## config.mk

```make
export PLATFORM = sky130hd
export DESIGN_NAME = m_stage
export DESIGN_NICKNAME = d
export VERILOG_FILES = /design/src/rtl/m_stage.sv
export SDC_FILE = /design/constraint.sdc
export NUM_CORES = 1
export LEC_CHECK = 0
export CORE_MARGIN = 3
export CORE_UTILIZATION = 35
export CTS_BUF_LIST = sky130_fd_sc_hd__clkbuf_8 sky130_fd_sc_hd__clkbuf_16
export DETAILED_ROUTE_END_ITERATION = 16
export PLACE_DENSITY_LB_ADDON = 0.05
export SYNTH_ARGS = -nofsm -noshare
export SYNTH_HDL_FRONTEND = slang
export SYNTH_SLANG_ARGS = --single-unit
export TNS_END_PERCENT = 10
```

## constraint.sdc

```tcl
create_clock -name clk -period 2.6 [get_ports clk]
set_input_delay 0.39 -clock clk [delete_from_list [all_inputs] [get_ports clk]]
set_output_delay 0.39 -clock clk [all_outputs]
set_load 0.03 [all_outputs]
```

## src/rtl/m_stage.sv

```systemverilog
// ----------------------------------------------------------------------------
// m_stage : memory stage of the five-stage MIPS pipeline.
//
// The stage captures one execute-stage instruction into the M register. It
// then does one of two things:
//   - Non-memory ops pass straight to the write-back outputs one cycle later.
//   - Loads and stores run a req/ack data-memory access. The stage stalls
//     upstream (m_ready low) until the memory acknowledges.
// Store data is replicated across byte lanes with matching byte enables.
// Load data is lane-selected and then sign- or zero-extended.
//
// Optional build macro: M_STAGE_MISALIGN_TRAP_EN
//   When defined, a misaligned word or half access does not touch memory.
//   Instead it produces a write-back record with w_exc = 1 and the faulting
//   address in w_data.
//   When undefined, the low address bits are ignored for word and half
//   accesses, and w_exc is tied to 0.
// ----------------------------------------------------------------------------
module m_stage #(
    parameter logic [31:0] W_PC_RESET = 32'h0000_3000
) (
    input  logic        clk,
    input  logic        reset_n,
    input  logic        e_valid,
    input  logic [31:0] e_alu_result,
    input  logic [31:0] e_rt_data,
    input  logic [3:0]  e_mem_op,
    input  logic        e_reg_write,
    input  logic [4:0]  e_dst_reg,
    input  logic [31:0] e_pc,
    input  logic        flush,
    output logic        m_ready,
    output logic        mem_req,
    output logic        mem_we,
    output logic [31:0] mem_addr,
    output logic [3:0]  mem_be,
    output logic [31:0] mem_wdata,
    input  logic        mem_ack,
    input  logic [31:0] mem_rdata,
    output logic        w_valid,
    output logic        w_reg_write,
    output logic [4:0]  w_dst_reg,
    output logic [31:0] w_data,
    output logic [31:0] w_pc,
    output logic        w_exc
);

    localparam logic [3:0] OP_NONE = 4'd0;
    localparam logic [3:0] OP_LW   = 4'd1;
    localparam logic [3:0] OP_LH   = 4'd2;
    localparam logic [3:0] OP_LHU  = 4'd3;
    localparam logic [3:0] OP_LB   = 4'd4;
    localparam logic [3:0] OP_LBU  = 4'd5;
    localparam logic [3:0] OP_SW   = 4'd6;
    localparam logic [3:0] OP_SH   = 4'd7;
    localparam logic [3:0] OP_SB   = 4'd8;

    typedef enum logic [1:0] {
        ST_EMPTY  = 2'd0,
        ST_PASS   = 2'd1,
        ST_ACCESS = 2'd2
    } state_t;

    // ------------------------------------------------------------------
    // Helper functions
    // ------------------------------------------------------------------

    // Codes 1..8 touch memory; 0 and 9..15 behave as "none".
    function automatic logic is_mem_op(input logic [3:0] op);
        logic r;
        case (op)
            OP_LW, OP_LH, OP_LHU, OP_LB, OP_LBU,
            OP_SW, OP_SH, OP_SB: r = 1'b1;
            default:             r = 1'b0;
        endcase
        return r;
    endfunction

    function automatic logic is_store(input logic [3:0] op);
        logic r;
        case (op)
            OP_SW, OP_SH, OP_SB: r = 1'b1;
            default:             r = 1'b0;
        endcase
        return r;
    endfunction

    // Loads always read the full word; the lane is selected on return.
    function automatic logic [3:0] gen_be(input logic [3:0] op, input logic [1:0] off);
        logic [3:0] r;
        case (op)
            OP_SH:   r = 4'b0011 << {off[1], 1'b0};
            OP_SB:   r = 4'b0001 << off;
            default: r = 4'b1111;
        endcase
        return r;
    endfunction

    // Store data is replicated so any enabled lane already holds the value.
    function automatic logic [31:0] gen_wdata(input logic [3:0] op, input logic [31:0] rt);
        logic [31:0] r;
        case (op)
            OP_SW:   r = rt;
            OP_SH:   r = {2{rt[15:0]}};
            OP_SB:   r = {4{rt[7:0]}};
            default: r = 32'h0000_0000;
        endcase
        return r;
    endfunction

    // Selects the addressed lane of little-endian read data, then extends it.
    function automatic logic [31:0] load_ext(input logic [3:0]  op,
                                             input logic [1:0]  off,
                                             input logic [31:0] rdata);
        logic [7:0]  b;
        logic [15:0] h;
        logic [31:0] r;
        case (off)
            2'd0:    b = rdata[7:0];
            2'd1:    b = rdata[15:8];
            2'd2:    b = rdata[23:16];
            2'd3:    b = rdata[31:24];
            default: b = rdata[7:0];
        endcase
        if (off[1]) begin
            h = rdata[31:16];
        end else begin
            h = rdata[15:0];
        end
        case (op)
            OP_LB:   r = {{24{b[7]}}, b};
            OP_LBU:  r = {24'h00_0000, b};
            OP_LH:   r = {{16{h[15]}}, h};
            OP_LHU:  r = {16'h0000, h};
            default: r = rdata;
        endcase
        return r;
    endfunction

`ifdef M_STAGE_MISALIGN_TRAP_EN
    // A word op needs addr[1:0] == 0; a half op needs addr[0] == 0.
    function automatic logic is_misaligned(input logic [3:0] op, input logic [1:0] off);
        logic r;
        case (op)
            OP_LW, OP_SW:         r = (off != 2'b00);
            OP_LH, OP_LHU, OP_SH: r = off[0];
            default:              r = 1'b0;
        endcase
        return r;
    endfunction
`endif

    // ------------------------------------------------------------------
    // State and registers
    // ------------------------------------------------------------------
    state_t      state_r;
    logic        cap_s;
    logic        e_trap_s;
    logic        e_mem_s;
    logic        m_trap_s;

    logic [31:0] m_alu_r;
    logic [3:0]  m_op_r;
    logic        m_rw_r;
    logic [4:0]  m_dst_r;
    logic [31:0] m_pc_r;
`ifdef M_STAGE_MISALIGN_TRAP_EN
    logic        m_exc_r;
    logic        w_exc_r;
`endif

    logic        mem_req_r;
    logic        mem_we_r;
    logic [31:0] mem_addr_r;
    logic [3:0]  mem_be_r;
    logic [31:0] mem_wdata_r;

    logic        w_valid_r;
    logic        w_rw_r;
    logic [4:0]  w_dst_r;
    logic [31:0] w_data_r;
    logic [31:0] w_pc_r;

    // Upstream handshake, capture decision and trap classification.
    always_comb begin
        m_ready = (state_r != ST_ACCESS);
        cap_s   = m_ready & e_valid & ~flush;
`ifdef M_STAGE_MISALIGN_TRAP_EN
        e_trap_s = is_misaligned(e_mem_op, e_alu_result[1:0]);
        m_trap_s = m_exc_r;
`else
        e_trap_s = 1'b0;
        m_trap_s = 1'b0;
`endif
        e_mem_s = is_mem_op(e_mem_op) & ~e_trap_s;
    end

    // Stage FSM plus the registered memory-request outputs.
    // The request fields are loaded at capture and held for the whole access.
    always_ff @(posedge clk or negedge reset_n) begin
        if (!reset_n) begin
            state_r     <= ST_EMPTY;
            mem_req_r   <= 1'b0;
            mem_we_r    <= 1'b0;
            mem_addr_r  <= 32'h0000_0000;
            mem_be_r    <= 4'b0000;
            mem_wdata_r <= 32'h0000_0000;
        end else begin
            case (state_r)
                ST_EMPTY, ST_PASS: begin
                    if (cap_s) begin
                        state_r   <= e_mem_s ? ST_ACCESS : ST_PASS;
                        mem_req_r <= e_mem_s;
                        if (e_mem_s) begin
                            mem_we_r    <= is_store(e_mem_op);
                            mem_addr_r  <= {e_alu_result[31:2], 2'b00};
                            mem_be_r    <= gen_be(e_mem_op, e_alu_result[1:0]);
                            mem_wdata_r <= gen_wdata(e_mem_op, e_rt_data);
                        end else begin
                            mem_we_r    <= 1'b0;
                            mem_addr_r  <= mem_addr_r;
                            mem_be_r    <= mem_be_r;
                            mem_wdata_r <= mem_wdata_r;
                        end
                    end else begin
                        state_r   <= ST_EMPTY;
                        mem_req_r <= 1'b0;
                    end
                end
                ST_ACCESS: begin
                    if (mem_ack) begin
                        state_r   <= ST_EMPTY;
                        mem_req_r <= 1'b0;
                    end else begin
                        state_r   <= ST_ACCESS;
                        mem_req_r <= 1'b1;
                    end
                end
                default: begin
                    state_r   <= ST_EMPTY;
                    mem_req_r <= 1'b0;
                end
            endcase
        end
    end

    // M register: holds the captured instruction until it retires.
    always_ff @(posedge clk or negedge reset_n) begin
        if (!reset_n) begin
            m_alu_r <= 32'h0000_0000;
            m_op_r  <= OP_NONE;
            m_rw_r  <= 1'b0;
            m_dst_r <= 5'd0;
            m_pc_r  <= 32'h0000_0000;
`ifdef M_STAGE_MISALIGN_TRAP_EN
            m_exc_r <= 1'b0;
`endif
        end else if (cap_s) begin
            m_alu_r <= e_alu_result;
            m_op_r  <= e_mem_op;
            m_rw_r  <= e_reg_write;
            m_dst_r <= e_dst_reg;
            m_pc_r  <= e_pc;
`ifdef M_STAGE_MISALIGN_TRAP_EN
            m_exc_r <= e_trap_s;
`endif
        end else begin
            m_alu_r <= m_alu_r;
        end
    end

    // Write-back record: a one-cycle w_valid pulse per retired instruction.
    always_ff @(posedge clk or negedge reset_n) begin
        if (!reset_n) begin
            w_valid_r <= 1'b0;
            w_rw_r    <= 1'b0;
            w_dst_r   <= 5'd0;
            w_data_r  <= 32'h0000_0000;
            w_pc_r    <= W_PC_RESET;
`ifdef M_STAGE_MISALIGN_TRAP_EN
            w_exc_r   <= 1'b0;
`endif
        end else if (state_r == ST_PASS) begin
            w_valid_r <= 1'b1;
            w_rw_r    <= m_rw_r & ~m_trap_s;
            w_dst_r   <= m_dst_r;
            w_data_r  <= m_alu_r;
            w_pc_r    <= m_pc_r;
`ifdef M_STAGE_MISALIGN_TRAP_EN
            w_exc_r   <= m_exc_r;
`endif
        end else if ((state_r == ST_ACCESS) && mem_ack) begin
            w_valid_r <= 1'b1;
            w_rw_r    <= m_rw_r & ~is_store(m_op_r);
            w_dst_r   <= m_dst_r;
            w_data_r  <= is_store(m_op_r) ? m_alu_r
                                          : load_ext(m_op_r, m_alu_r[1:0], mem_rdata);
            w_pc_r    <= m_pc_r;
`ifdef M_STAGE_MISALIGN_TRAP_EN
            w_exc_r   <= 1'b0;
`endif
        end else begin
            w_valid_r <= 1'b0;
        end
    end

    assign mem_req     = mem_req_r;
    assign mem_we      = mem_we_r;
    assign mem_addr    = mem_addr_r;
    assign mem_be      = mem_be_r;
    assign mem_wdata   = mem_wdata_r;
    assign w_valid     = w_valid_r;
    assign w_reg_write = w_rw_r;
    assign w_dst_reg   = w_dst_r;
    assign w_data      = w_data_r;
    assign w_pc        = w_pc_r;
`ifdef M_STAGE_MISALIGN_TRAP_EN
    assign w_exc       = w_exc_r;
`else
    assign w_exc       = 1'b0;
`endif

endmodule
```

==> run_results.csv, run 1 <==
group,metric,value,unit
finish,drive_above_1_share,15.4,%
floorplan,dieArea,28000,um2
placed_design,placed_cells,1374,
worst_setup_path,path_max_fanout,9,
sta,clock_skew,0.0119,ns
synth,synth_edf_count,0,
worst_setup_path,crit_slowest_cell,"clkdlybuf4s50_1",
synth,synth_commonest_cells,"dfrtp_1 (212), nand2_1 (170), mux2_2 (82)",
worst_setup_path,cp-end-kind,"output port",
synth,yosys.area.top_type_share,58.2,%
status,status,"finished clean",
global_routing,grt_max_degree,82,
floorplan,start_util,35.9,%
drt,initialDrtViolationCount,518,
finish,syn2layout_area_growth,44.8,%
worst_setup_path,r2r_slack,0.46,ns
synth,yosys_warnings,0,
synth,synth_area,9110,um2
worst_setup_path,required,2.21,ns
drt,routedWlPerCell,19.0,um
power,total_power,12.6,mW
power,p_comb_share,35.7,%
synth,async_flop_share,100,%
worst_setup_path,r2r_end,"w_data[31]",
worst_setup_path,path_cells,"nand2b_1 > clkdlybuf4s50_1",
synth,synthMostInstantiatedCell,"dfrtp_1",
clock_network,clk_pin_slew,0.06,ns
placed_design,gp_congestion,0.791,
power,pwr-share-seq,37.1,%
floorplan,rows,58,
synth,ys.flop_type,"dfrtp_1",
synth,syn_area_per_cell,11.5,um2
worst_setup_path,reg2reg_depth,7,
worst_setup_path,path_buf_inv,1,
synth,yosysTopAreaCell,"dfrtp_1",
floorplan,io_pins,286,
power,power_density,954,nW/um2
clock_network,postCtsResizedCells,0,
power,clkPwrFrac,27.2,%
clock_network,root_buffer,"clkbuf_16",
global_routing,grt_overflow,0,
power,p_switching,4.37,mW
worst_setup_path,slowest_delay,0.71,ns
sta,min_period,2.20,ns
sta,timing.final.crit_share,84.8,%
clock_network,clockBufferDepth,3,
floorplan,core,25400,um2
synth,netlist_top_cells_area,"dfrtp_1 (58%), mux2_2 (10%), nand2_1 (7.0%), mux2_1 (3.7%), o21ai_1 (2.2%)",
drt,via_count,6971,
clock_network,numCtsBuffers,25,
sta,fin_tns_setup,0,ns
hold_path,hold_class,"primary input to asynchronous set/reset pin",
drt,vias_per_cell,4.91,
global_routing,grt_pass1_vias,7241,
power,ir_worst_vdd,0.503,mV
global_routing,grt_pass1_wl,42400,um
global_routing,track_usage,18.8,%
worst_setup_path,startpoint_type,"register",
worst_setup_path,crit_family,"buffers and inverters",
sta,rsz0062_at_grt,"no",
synth,yosysSeqAreaShare,58.8,%
finish,finalNonFillerCells,1420,
synth,ys_ff_latch,214,
synth,yosysUniqueCellTypes,47,
placed_design,place_ws,0.266,ns
worst_setup_path,path_class,"register to output port",
drt,routed_wl,27000,um
sta,maxSlewHeadroom,63.1,%
placed_design,dp_hpwl,18700,um
sta,fmax,454,MHz
flow_run,maxCapViolCount,0,
finish,diodes,0,
placed_design,portBuffers,282,
sta,setup_viol,0,
floorplan,die-width,167,um
drt,drc,0,
drt,drtPass1Iterations,5,
sta,slew_viol_final,0,
sta,fin_ws,0.395,ns
worst_setup_path,arrival,1.81,ns
finish,nNetsFinal,1215,
worst_setup_path,r2r_start,"m_op_r[1]",
synth,synthCells,791,
drt,ant_nets,0,
clock_network,cts_tree,"built",
clock_network,clock_latency,0.52,ns
sta,hold_viol,0,
clock_network,cts.sinks,214,
global_routing,antenna_found_initial,0,
power,swShare,34.7,%
clock_network,htreeDepth,1,
sta,worst_pin_slew,0.553,ns
floorplan,die_y,167,um
power,p_leak,5.68,nW
power,p_int,8.22,mW
-- layout by cell type, fill, tap and decap left out, types with 2 or more instances in the layout --
| master | count |
|---|---|
| clkdlybuf4s50_1 | 281 |
| dfrtp_1 | 212 |
| nand2_1 | 169 |
| mux2_2 | 82 |
| o21ai_1 | 39 |
| mux2_1 | 30 |
| a21oi_1 | 26 |
| clkbuf_16 | 25 |
| or3_1 | 23 |
| o21ai_0 | 23 |
| buf_4 | 19 |
| a22oi_1 | 17 |
| a21o_1 | 11 |
| a21oi_2 | 10 |
| nor2_1 | 8 |
| nand2b_1 | 8 |
| a222oi_1 | 8 |
| a22o_1 | 8 |
| clkbuf_8 | 8 |
| inv_1 | 7 |
| a32o_1 | 7 |
| a31oi_1 | 7 |
| a221oi_1 | 7 |
| buf_12 | 7 |
| and3b_1 | 4 |
| clkinv_2 | 4 |
| nor2b_1 | 3 |
| and2_1 | 3 |
| conb_1 | 3 |
| nor3_1 | 2 |
| nor3b_1 | 2 |
| nand3b_1 | 2 |
| mux2i_1 | 2 |
| or2_1 | 2 |
| dfstp_2 | 2 |
-- power by group through the flow --
stage                     clock network (mW)  logic (mW)  registers [mW]
after floorplan                            0        1.20            5.94
after global routing                    3.68        4.79            4.80
after global placement                     0        4.51            4.70
final                                   3.42        4.49            4.67
after detailed placement                   0        4.53            4.73
after CTS                               3.54        4.55            4.68
-- how the worst max path moves through the flow --
stage / startpoint / to / cells after the start
2_1_floorplan: mem_req / m_alu_r[0] / 5
3_3_place_gp: e_mem_op[3] / mem_be[1] / 6
3_5_place_dp: e_mem_op[3] / mem_be[1] / 6
4_1_cts: mem_req / m_ready / 2
5_1_grt: m_op_r[2] / w_data[16] / 7
6_report: mem_req / m_ready / 2
-- what timing repair did --
| action | CTS | global route |
|---|---|---|
| hold endpoints to repair | 37 | 0 |
| setup buffers | 0 | 0 |
| hold buffers | 1 | 0 |
-- stage by stage --
step | util (%) | hold WS, ns | instance area [um2]
detailed placement | 48.7 | 0.297 | 12400
global placement | 48.7 | 0.298 | 12400
finish | 52.0 | 0.356 | 13200
CTS | 52.0 | 0.342 | 13200
global route | 52.0 | 0.372 | 13200
floorplan | - | 0.0944 | 9120
-- per-layer routing --
layer	global-route usage [%]	wire, um	up-vias
li1	-	-	3355
met1	27.3	12800	3373
met2	28.7	11900	219
met3	5.03	1960	24
met4	3.52	389	0
met5	0	0	-
-- final cells by class --
| type | instances | area (um2) |
|---|---|---|
| Fill cell | 2355 | 12200 |
| Sequential cell | 214 | 5360 |
| Multi-Input combinational cell | 520 | 3480 |
| Timing Repair Buffer | 309 | 3120 |
| Clock buffer | 33 | 736 |
| Tap cell | 330 | 413 |
| Clock inverter | 12 | 81.3 |
| Inverter | 2 | 7.51 |
-- cells by family (layout without fill, tap and decap cells) --
logic type      count (synthesis)  after routing  synth area share (%)
compound gates                167            167                  12.0
xor+xnor                        1              1                0.0961
buf+inv                        59            356                  3.25
flops                         214            214                  58.8
mux                           115            115                  14.3
other cells                     1              3                0.0412
simple gates                  234            234                  11.5
Power figures use the tool's default switching activity.
==> run 2: changes to the inputs <==
clock period = 1.8 ns   (was 2.6 ns; I/O delays follow)
==> run 2 against run 1 <==
The flow now finishes with violations (negative setup slack). Final area is 3.0% higher. Hold slack worse by 0.062 ns. Flip-flop and latch count stayed put. Critical path depth is 4 higher. Clock power is 33% higher. Final cell count is 3.5% higher. Non-clock buffer count is 50 higher. First-iteration DRC count is 9.7% lower. Sequential share of layout area is 1.2 points lower. Largest cell class unchanged.
==> run_results.csv, run 2 (same netlist as run 1, synthesis figures left out) <==
group,metric,value,unit
power,p_switching,6.33,mW
sta,fin_ws,-0.0204,ns
floorplan,start_util,35.9,%
drt,drc,0,
finish,layout_commonest_cell,"dfrtp_1",
power,p_leak,6.33,nW
clock_network,clk_pin_slew,0.07,ns
drt,ant_nets,0,
drt,routedWlPerCell,18.6,um
finish,final_cell_mix,"dfrtp_1 (210), nand2_1 (169), clkdlybuf4s50_1 (141)",
placed_design,portBuffers,282,
finish,multi_input_area,3620,um2
drt,via_count,7230,
sta,slew_viol_final,0,
drt,initialDrtViolationCount,468,
floorplan,dieArea,28000,um2
global_routing,grt_max_degree,62,
drt,drtPass1Iterations,5,
finish,filler_cell_count,2346,
power,ir_worst_vdd,0.904,mV
flow_run,maxCapViolCount,0,
global_routing,track_usage,19.2,%
finish,finalNonFillerCells,1469,
finish,seq_area,5360,um2
worst_setup_path,r2r_start,"m_op_r[1]",
drt,routed_wl,27300,um
worst_setup_path,startpoint_type,"register",
worst_setup_path,path_max_fanout,13,
clock_network,numCtsBuffers,25,
finish,post-route-util,53.5,%
power,clkPwrFrac,26.1,%
sta,maxSlewHeadroom,64.8,%
worst_setup_path,cp-end-kind,"register",
drt,vias_per_cell,4.92,
sta,worst_pin_slew,0.528,ns
worst_setup_path,r2r_end,"w_data[1]",
global_routing,grt_pass1_vias,7483,
clock_network,htreeDepth,1,
floorplan,core,25400,um2
clock_network,cts_tree,"built",
floorplan,die_y,167,um
sta,setup_viol,17,
worst_setup_path,reg2reg_depth,6,
sta,fin_tns_setup,-0.107,ns
sta,clock_skew,0.0127,ns
clock_network,clock_latency,0.52,ns
worst_setup_path,r2r_slack,-0.02,ns
clock_network,cts.sinks,214,
status,status,"finished, violations left",
sta,min_period,1.82,ns
clock_network,clockBufferDepth,3,
hold_path,hold_class,"primary input to asynchronous set/reset pin",
power,power_density,1280,nW/um2
sta,hold_viol,0,
placed_design,dp_hpwl,19800,um
sta,timing.final.crit_share,101,%
clock_network,root_buffer,"clkbuf_16",
floorplan,rows,58,
power,p_int,11.1,mW
finish,diodes,0,
finish,syn2layout_area_growth,49.2,%
sta,rsz0062_at_grt,"yes",
finish,nNetsFinal,1265,
finish,drive_above_1_share,21.6,%
sta,fmax,549,MHz
power,pwr-share-seq,38.6,%
global_routing,grt_overflow,0,
worst_setup_path,arrival,2.22,ns
global_routing,antenna_found_initial,1,
status,violations,"negative setup slack",
floorplan,io_pins,286,
power,p_comb_share,35.3,%
worst_setup_path,required,2.20,ns
power,swShare,36.3,%
floorplan,die-width,167,um
placed_design,gp_congestion,0.776,
worst_setup_path,path_class,"register to register",
placed_design,placed_cells,1423,
global_routing,grt_pass1_wl,43300,um
-- run 2: cell types whose count changed in the layout (fill, tap and decap cells not counted), moves of 5 or more --
cell / previous run / this run
buf_4: 19 / 59
clkbuf_8: 8 / 3
buf_12: 7 / 15
clkdlybuf4s50_1: 281 / 141
o21ai_2: 1 / 15
or3_1: 23 / 16
or3_4: 0 / 7
inv_1: 7 / 14
o21ai_0: 23 / 6
dlygate4sd2_1: 0 / 139
-- run 2: layout make-up --
cell class	instances	share of cell area [%]
flip-flops and latches	214	39.4
repair buffers	359	25.4
inverters	2	0.0552
clock inverters	16	0.525
clock buffers	28	4.91
well taps	330	3.04
multi-input cells	520	26.6
-- run 2: metrics by stage --
step / hold WS [ns] / setup slack (ns) / cell area [um2] / power, mW
5_1_grt: 0.299 / -0.0953 / 13600 / 18.4
2_1_floorplan: -0.0256 / -0.0600 / 9130 / 10.3
6_report: 0.293 / -0.0204 / 13600 / 17.4
3_3_place_gp: 0.266 / -0.257 / 12800 / 13.5
4_1_cts: 0.285 / -0.0310 / 13500 / 17.6
3_5_place_dp: 0.263 / -0.240 / 12800 / 13.5
-- run 2: how the worst max path moves through the flow --
stage               slack, ns    endpoint       start
global placement        -0.26   w_data[5]     mem_ack
global route             -0.1  w_data[20]   m_op_r[0]
detailed placement      -0.24   w_data[5]     mem_ack
finish                  -0.02   w_data[1]   m_op_r[1]
CTS                     -0.03   w_data[0]   m_op_r[1]
floorplan               -0.06  w_data[21]  m_alu_r[1]
-- run 2: what timing repair did --
action / 4_1_cts / 5_1_grt
buffers inserted: 0 / 0
gates cloned: 1 / 0
hold buffers: 1 / 0
pin swaps: 1 / 1
hold endpoints to repair: 52 / 0
endpoints found under the setup margin: 163 / 32
resized for setup: 177 / 18
-- run 2: worst max-delay path: stages (launching register included) --
cell and delay (ns):
dfrtp_1 0.37, or4b_4 0.54, and3_4 0.20, buf_8 0.15, or3_1 0.31, o21ai_1 0.08, a21oi_1 0.05
-- run 2: power by group through the flow --
stage | logic (mW) | registers, mW | clock network (mW)
after global placement | 6.67 | 6.79 | 0
after global routing | 6.59 | 6.93 | 4.93
after floorplan | 1.73 | 8.58 | 0
after detailed placement | 6.71 | 6.81 | 0
after CTS | 6.20 | 6.74 | 4.69
final | 6.16 | 6.74 | 4.55
-- run 2: per-layer routing --
| metal | GRT usage [%] | share of wire, % | vias up |
|---|---|---|---|
| met5 | 0 | 0.048 | - |
| met4 | 3.38 | 1.6 | 2 |
| met3 | 4.49 | 6.1 | 32 |
| met2 | 30.1 | 45 | 220 |
| met1 | 27.7 | 47 | 3516 |
| li1 | - | - | 3460 |
